## config.mk

```make
export PLATFORM = sky130hd
export DESIGN_NAME = ec_eng_seq
export DESIGN_NICKNAME = d
export VERILOG_FILES = /design/src/rtl/ec_pkg.sv /design/src/rtl/ec_nested_cnt.sv /design/src/rtl/ec_eng_seq.sv
export SDC_FILE = /design/constraint.sdc
export NUM_CORES = 1
export LEC_CHECK = 0
export BUFFER_PORTS_ARGS = -buffer_cell sky130_fd_sc_hd__buf_2
export CELL_PAD_IN_SITES_DETAIL_PLACEMENT = 1
export CELL_PAD_IN_SITES_GLOBAL_PLACEMENT = 1
export CORE_ASPECT_RATIO = 0.7
export CORE_MARGIN = 10
export CORE_UTILIZATION = 42
export DETAILED_ROUTE_END_ITERATION = 6
export PLACE_DENSITY_LB_ADDON = 0.1
export SLEW_MARGIN = 20
export SYNTH_ARGS = -nofsm -noshare
export SYNTH_HDL_FRONTEND = slang
export SYNTH_SLANG_ARGS = --single-unit
export TNS_END_PERCENT = 30
```

## constraint.sdc

```tcl
create_clock -name clk -period 2.82 [get_ports clk]
set_input_delay 0.564 -clock clk [delete_from_list [all_inputs] [get_ports clk]]
set_output_delay 0.564 -clock clk [all_outputs]
set_load 0.01 [all_outputs]
```

## src/rtl/ec_pkg.sv

```systemverilog
// ec_pkg: shared state encoding, configuration defaults and job config type for the EC engine
package ec_pkg;
  localparam int K_MAX_DEF = 128;
  localparam int K_MIN_DEF = 2;
  localparam int M_MAX_DEF = 128;
  localparam int M_MIN_DEF = 2;
  localparam int K_W_DEF = $clog2(K_MAX_DEF + 1);
  localparam int M_W_DEF = $clog2(M_MAX_DEF + 1);
  localparam int STR_W_DEF = 16;
  typedef logic [1:0] state_t;
  localparam state_t IDLE = 2'd0;
  localparam state_t ENG_RST = 2'd1;
  localparam state_t CALC = 2'd2;
  localparam state_t DONE = 2'd3;
  typedef struct packed {
    logic [K_W_DEF-1:0] k;
    logic [M_W_DEF-1:0] m;
    logic [STR_W_DEF-1:0] num_stripes;
  } cfg_t;
endpackage

```

## src/rtl/ec_nested_cnt.sv

```systemverilog
// ec_nested_cnt: word/column/stripe counter chain with programmable column and stripe limits
module ec_nested_cnt #(
  parameter int PL = 2,
  parameter int WW = 1,
  parameter int CW = 8,
  parameter int SW = 16
) (
  input  logic          clk,
  input  logic          rstn,
  input  logic          clr,
  input  logic          en,
  input  logic [CW-1:0] col_max,
  input  logic [SW-1:0] str_max,
  output logic          word_wrap,
  output logic          col_wrap,
  output logic          last,
  output logic [CW-1:0] col,
  output logic [SW-1:0] stripe
);
  localparam logic [WW-1:0] W_MAX = WW'(PL - 1);
  logic [WW-1:0] word;
  assign word_wrap = en && word == W_MAX;
  assign col_wrap = word_wrap && col == col_max;
  assign last = col_wrap && stripe == str_max;
  // each level advances only when the level below wraps; all levels return to 0 after the final word
  always_ff @(posedge clk or negedge rstn)
    if (!rstn) begin
      word <= '0;
      col <= '0;
      stripe <= '0;
    end else if (clr) begin
      word <= '0;
      col <= '0;
      stripe <= '0;
    end else begin
      if (en) word <= word_wrap ? '0 : word + 1'b1;
      if (word_wrap) col <= col_wrap ? '0 : col + 1'b1;
      if (col_wrap) stripe <= last ? '0 : stripe + 1'b1;
    end
endmodule

```

## src/rtl/ec_eng_seq.sv

```systemverilog
// ec_eng_seq: job sequencer stepping the EC engine through words x parity columns x stripes
module ec_eng_seq
  import ec_pkg::*;
#(
  parameter int K_MAX = K_MAX_DEF,
  parameter int K_MIN = K_MIN_DEF,
  parameter int M_MAX = M_MAX_DEF,
  parameter int M_MIN = M_MIN_DEF,
  parameter int PACKET_LENGTH = 2,
  parameter int K_W = $clog2(K_MAX + 1),
  parameter int M_W = $clog2(M_MAX + 1),
  parameter int STR_W = STR_W_DEF
) (
  input  logic             clk,
  input  logic             rstn,
  input  logic             start,
  input  logic             abort,
  input  logic [K_W-1:0]   k_reg,
  input  logic [M_W-1:0]   m_reg,
  input  logic [STR_W-1:0] num_stripes,
  input  logic             data_in_val,
  input  logic             out_rdy,
  input  logic             bm_col_val,
  output logic             eng_rstn,
  output logic             bm_rd_en,
  output logic             eng_calc_en,
  output logic             eng_data_used,
  output logic             data_in_pop,
  output logic             busy,
  output logic             done,
  output logic             cfg_err,
  output logic [M_W-1:0]   col_idx,
  output logic [STR_W-1:0] stripe_idx
);
  localparam int WW = PACKET_LENGTH > 1 ? $clog2(PACKET_LENGTH) : 1;
  state_t state, nxt;
  logic abort_q, eng_rstn_q, cfg_err_q, legal, kill, go, fire, last;
  logic [M_W-1:0] m_q, m_last;
  logic [STR_W-1:0] n_q, n_last;
  cfg_t cfg_in;
  assign cfg_in = '{k: k_reg, m: m_reg, num_stripes: num_stripes};
  assign legal = cfg_in.k >= K_W'(K_MIN) && cfg_in.k <= K_W'(K_MAX) &&
                 cfg_in.m >= M_W'(M_MIN) && cfg_in.m <= M_W'(M_MAX) && cfg_in.num_stripes != '0;
  assign kill = abort && (state == ENG_RST || state == CALC);
  assign go = state == IDLE && start && !abort;
  assign fire = state == CALC && bm_col_val && data_in_val && out_rdy && !kill;
  assign m_last = m_q - 1'b1;
  assign n_last = n_q - 1'b1;
  // abort wins everywhere it applies; an aborted job pulses the engine reset and then idles
  always_comb
    nxt = kill ? ENG_RST :
          state == IDLE ? (go && legal ? ENG_RST : IDLE) :
          state == ENG_RST ? (abort_q ? IDLE : CALC) :
          state == CALC ? (last ? DONE : CALC) : IDLE;
  // state, abort tracking, registered engine reset and config latch
  always_ff @(posedge clk or negedge rstn)
    if (!rstn) begin
      state <= IDLE;
      abort_q <= 1'b0;
      eng_rstn_q <= 1'b0;
      cfg_err_q <= 1'b0;
      m_q <= '0;
      n_q <= '0;
    end else begin
      state <= nxt;
      eng_rstn_q <= nxt != ENG_RST;
      abort_q <= kill ? 1'b1 : state == ENG_RST ? 1'b0 : abort_q;
      if (go) begin
        m_q <= m_reg;
        n_q <= num_stripes;
        cfg_err_q <= !legal;
      end
    end
  ec_nested_cnt #(.PL(PACKET_LENGTH), .WW(WW), .CW(M_W), .SW(STR_W)) u_cnt (
    .clk(clk),
    .rstn(rstn),
    .clr(state != CALC || kill),
    .en(fire),
    .col_max(m_last),
    .str_max(n_last),
    .word_wrap(eng_data_used),
    .col_wrap(data_in_pop),
    .last(last),
    .col(col_idx),
    .stripe(stripe_idx)
  );
  assign eng_rstn = eng_rstn_q;
  assign bm_rd_en = state == CALC;
  assign busy = state == ENG_RST || state == CALC;
  assign done = state == DONE;
  assign eng_calc_en = fire;
  assign cfg_err = cfg_err_q;
endmodule
```

# == Word level (Yosys, flattened, before mapping) ==
# Index checks and enable logic that the tools add are counted.
# word_totals
regBits,54
latch_bits,0
ramBits,0
mem_bits_ro,0
inputBits,39
output_inout_bits,32
word_cells,69
memories,0
# classes
addsub,5
n_mul,0
div,0
order_cmp,4
eq_ne,7
n_shift,0
n_mux,18
bitwise_logic,0
reduce_logical,26
# ops
operator,n
$mux 16,3
$mux 8,3
$add 16x1->16 const B,1
$eq 16x16->1,1
$ge 8x2->1 const B,2
$le 8x8->1 const B,2
$reduce_bool 16->1,1
$sub 16x1->16 const B,1
$logic_and 1x1->1,15
$mux 2,5
$add 8x1->8 const B,1
$eq 8x8->1,1
$reduce_bool 2->1,4
$sub 8x1->8 const B,1
$mux 1,7
$eq 2x2->1 const B,2
$logic_not 1->1,3
$eq 2x1->1 const B,1
$logic_not 2->1,1
$logic_or 1x1->1,2
$ne 2x1->1 const B,1
$ne 2x2->1 const B,1
$add 1x1->1 const B,1

# == Longest topological paths before layout ==
# logic_depth
depth_word,14
depth_mapped,10
mapped_depth_nobuf,9

# == Hierarchy ==
# Synthesis repeated with hierarchy kept, for this count alone.
# hier_totals
cells_unflattened,338
area_unflattened_um2,3362.0
# by_module_without_submodules
module,instances,cells_per_inst,area_each_um2,seq_area_each_um2
ec_nested_cnt,1,192,1702.9,625.6
ec_eng_seq,1,146,1659.1,725.7

# == Worst setup path after synthesis ==
# OpenSTA, ideal clock, no wires.
# synth_path
path_type,register to register
from,register n_q[0]
to,register u_cnt.stripe[15]
setup_ps,129
arrival_ps,2396
t_required_ps,2691
path_slack_ps,294
stages_incl_launch_ff,11
n_path_buf,1
synth_period_minus_slack_ps,2526
cell_sequence,dfrtp_1 > inv_1 > ha_1 > or3b_2 > or4_1 > o32ai_1 > nand2b_1 > o2111ai_2 > buf_6 > o2111ai_1 > nand3_1
# synth_between
elab_chain_cells,6
# synth_rtl
item,line_no,text
start: declaration,ec_eng_seq.sv:39,"logic [STR_W-1:0] n_q, n_last;"
start signal: assignment,ec_eng_seq.sv:70,n_q <= num_stripes;
$sub 16x1->16,ec_eng_seq.sv:48,assign n_last = n_q - 1'b1;
$eq 16x16->1,ec_nested_cnt.sv:24,assign last = col_wrap && stripe == str_max;
$logic_and 1x1->1,ec_nested_cnt.sv:24,
$mux 16 (2 in a row),ec_nested_cnt.sv:38,if (col_wrap) stripe <= last ? '0 : stripe + 1'b1;
$mux 16,ec_nested_cnt.sv:31,end else if (clr) begin
end signal: assignment,ec_nested_cnt.sv:38,
end: declaration,ec_nested_cnt.sv:18,output logic [SW-1:0] stripe
# Every way passes these cells. The select of a mux whose other input is x is not followed.
# A chain may end at the register's enable or synchronous reset.

# == Worst setup path in the final report ==
# layout_path
from,register m_q[3]
to,output port data_in_pop
# layout_between
elab_chain_cells,3
# layout_rtl
item,line_no,text
start: declaration,ec_eng_seq.sv:38,"logic [M_W-1:0] m_q, m_last;"
start signal: assignment,ec_eng_seq.sv:69,m_q <= m_reg;
$sub 8x1->8,ec_eng_seq.sv:47,assign m_last = m_q - 1'b1;
$eq 8x8->1,ec_nested_cnt.sv:23,assign col_wrap = word_wrap && col == col_max;
$logic_and 1x1->1,ec_nested_cnt.sv:23,
end: declaration,ec_eng_seq.sv:28,"output logic data_in_pop,"
# Every way passes these cells.

==> flow_metrics.env <==
export IMPL_clkLatencyLatePin_ns=0.29
export IMPL_slowest_stage="or3_4"
export IMPL_ctsHoldBuffers=0
export IMPL_max_stage_delay_ns=0.40
export IMPL_synth_seq_cells=54
export IMPL_layout_common_cells="buf_2, dfrtp_1, nand2_1, nor2_1, mux2_2"
export IMPL_cp_end_kind="output port"
export IMPL_die_x_microns=128
export IMPL_synth_warnings=0
export IMPL_n_fill_cell=924
export IMPL_cts_sinks=54
export IMPL_grt_max_degree=55
export IMPL_grt_antenna_before_repair=0
export IMPL_setup_viol=0
export IMPL_crit_buf_inv=2
export IMPL_synth_edff_count=0
export IMPL_cts_htree_levels=2
export IMPL_viasPerCell=5.55
export IMPL_gp_congestion=0.817
export IMPL_nNetsFinal=485
export IMPL_synth_cells=354
export IMPL_timing_fmax_mhz=363
export IMPL_cp_start_kind="flop"
export IMPL_layout_commonest_cell="buf_2"
export IMPL_ys_async_sr_fraction=1.00
export IMPL_synth_cell_types=58
export IMPL_total_power_mw=2.17
export IMPL_status="finished clean"
export IMPL_maxCapViolCount=0
export IMPL_leakage_nw=1.78
export IMPL_crit_top_cell="or3_4"
export IMPL_synth_xor_area_share=0.0953
export IMPL_tns_ns=0
export IMPL_hold_class="primary input to asynchronous set/reset pin"
export IMPL_cts_buffers=5
export IMPL_cp_data_required_time_ns=2.26
export IMPL_root_buffer="clkbuf_16"
export IMPL_cts_tree="yes"
export IMPL_drc=0
export IMPL_dp_hpwl_microns=7710
export IMPL_rsz0062_at_grt="yes"
export IMPL_area_growth_pct=24.3
export IMPL_critical_path_class="flop to output port"
export IMPL_placement_rows=27
export IMPL_synth_simple_area_share=0.255
export IMPL_drt_pass1_iterations=4
export IMPL_wl_microns=10000
export IMPL_synthMuxAreaShare=0.0853
export IMPL_cp_max_fo=3
export IMPL_p_per_area_mw_per_mm2=514
export IMPL_r2r_cells=10
export IMPL_ctsLongestPathBuffers=2
export IMPL_worst_path_stages=6
export IMPL_synth_adder_area_share=0.0294
export IMPL_slew_violations=0
export IMPL_syn_area_sq_mm=0.00340
export IMPL_grt_ovfl_total=0
export IMPL_synth_top_family_by_area="simple AND/OR/NAND/NOR gates"
export IMPL_worstMarginPinSlew_ns=0.710
export IMPL_drtAntennaViolNets=0
export IMPL_drt_initial_drc_count=132
export IMPL_port_buffers=70
export IMPL_avgSynthCellArea_sq_um=9.61
export IMPL_final_cell_count_no_fill=540
export IMPL_maxSlewHeadroom=0.527
export IMPL_final_setup_skew_ns=0.00870
export IMPL_coreArea_sq_mm=0.00787
export IMPL_path_clk_slew_ns=0.07
export IMPL_yosysSeqAreaShare=0.397
export IMPL_grt_pass1_wl_microns=16400
export IMPL_drive_above_1_share=0.342
export IMPL_num_vias=2999
export IMPL_synth_compound_area_frac=0.108
export IMPL_dp_slack_ns=-0.0234
export IMPL_start_util=0.432
export IMPL_die_area_sq_mm=0.0122
export IMPL_boundaryPins=71
export IMPL_finalCriticalPeriod_ns=2.76
export IMPL_track_usage=0.165
export IMPL_grt_pass1_vias=3161
export IMPL_final_hold_violation_count=0
export IMPL_setup_slack_ns=0.0633
export IMPL_critical_path_cell_chain="or3_4 > or3_4 > a2111oi_4 > o2111ai_2 > inv_2 > buf_6"
export IMPL_die_y_microns=95.3
export IMPL_peakVddDrop_v=0.000359
export IMPL_diodes=0
export IMPL_synth_flop_cell="dfrtp_1"
export IMPL_wl_per_cell_microns=18.6
export IMPL_dp_cells=528
export IMPL_finalCritPeriodShare=0.978
export IMPL_synth_net_count=401
export IMPL_arrival_ns=2.19
export IMPL_critical_path_top_delay_family="simple AND/OR/NAND/NOR gates"
-- per-layer routing --
layer  wire (microns)  part of all wire  GRT usage
met2             4360              0.44      0.247
met4               70            0.0070     0.0318
met3              507             0.051     0.0432
met1             5080              0.51      0.235
met5                0                 0          0
-- cell families (layout without fill, tap and decap cells) --
| kind of cell | after synthesis | in the layout |
|---|---|---|
| mux | 26 | 26 |
| simple gates | 156 | 156 |
| buf+inv | 23 | 108 |
| compound gates | 50 | 50 |
| xor+xnor | 37 | 37 |
| fa+ha+maj | 8 | 8 |
| flops | 54 | 54 |
-- final timing paths --
| kind | start | to | slack, ns |
|---|---|---|---|
| hold reg to reg | n_q[15] | n_q[15] | 0.53 |
| max in group asynchronous | rstn | m_q[1] | 1.89 |
| setup / recovery | m_q[3] | data_in_pop | 0.06 |
| min in group clk | num_stripes[14] | n_q[14] | 0.52 |
| hold / removal | rstn | u_cnt.col[4] | 0.40 |
| setup reg to reg | n_q[0] | u_cnt.stripe[15] | 0.19 |
-- report_power, final --
part	switching, mW	leakage (nW)	internal (mW)	total [mW]
sequential	0.106	0.689	0.864	0.970
clock	0.266	0.0832	0.402	0.669
combinational	0.264	1.01	0.271	0.535
-- layout make-up --
| cell class | instances | area [sq um] | share of cell area |
|---|---|---|---|
| timing repair buffer | 88 | 495 | 0.117 |
| tap | 101 | 126 | 0.0299 |
| sequential | 54 | 1350 | 0.320 |
| multi-input combinational | 277 | 2040 | 0.483 |
| clock buffer | 8 | 166 | 0.0394 |
| inverter | 12 | 45.0 | 0.0107 |
-- repair_timing --
item                                   4_1_cts  5_1_grt
setup endpoints to repair                    6       18
endpoints found under the hold margin        0        0
cloned                                       0        1
pin swaps                                    3        3
gates resized for setup                      4       19
buffers inserted                             3        1
-- Yosys cell counts (2+ instances only) --
cell type | n | area (sq um)
dfrtp_1 | 54 | 1350
nand2_1 | 31 | 116
nor2_1 | 27 | 101
mux2_2 | 24 | 270
nand3_1 | 21 | 105
xnor2_1 | 21 | 184
a21oi_1 | 17 | 85.1
xor2_1 | 16 | 140
inv_1 | 12 | 45.0
nor4_1 | 12 | 75.1
nor3_1 | 9 | 45.0
clkbuf_1 | 8 | 30.0
ha_1 | 8 | 100
nor2b_1 | 8 | 50.1
o21ai_0 | 8 | 40.0
nand2b_1 | 6 | 37.5
or3_1 | 6 | 37.5
a31oi_1 | 5 | 31.3
nand4_1 | 5 | 31.3
and3_1 | 3 | 18.8
and4_1 | 3 | 26.3
nor3b_1 | 3 | 22.5
or4_1 | 3 | 22.5
a21boi_1 | 2 | 15.0
and4b_1 | 2 | 20.0
buf_6 | 2 | 22.5
mux2i_1 | 2 | 20.0
nand3b_1 | 2 | 15.0
nor4_2 | 2 | 25.0
nor4b_1 | 2 | 17.5
o2111ai_2 | 2 | 30.0
o21ai_1 | 2 | 10.0
-- stage by stage --
| step | hold WS (ns) | area [sq um] | util |
|---|---|---|---|
| floorplan | 0.268 | 3400 | - |
| global route | 0.465 | 4230 | 0.537 |
| finish | 0.400 | 4230 | 0.537 |
| detailed placement | 0.518 | 3930 | 0.499 |
| global placement | 0.516 | 3930 | 0.499 |
| CTS | 0.433 | 4130 | 0.525 |
-- sequential cells by signal, summed over array words and instances, names as in the netlist --
register and cells:
state 2, u_cnt.word 1, abort_q 1, u_cnt.col 8
cfg_err 1, u_cnt.stripe 16, n_q 16, m_q 8
eng_rstn 1
Note: power is estimated with default switching activity, not from simulation.
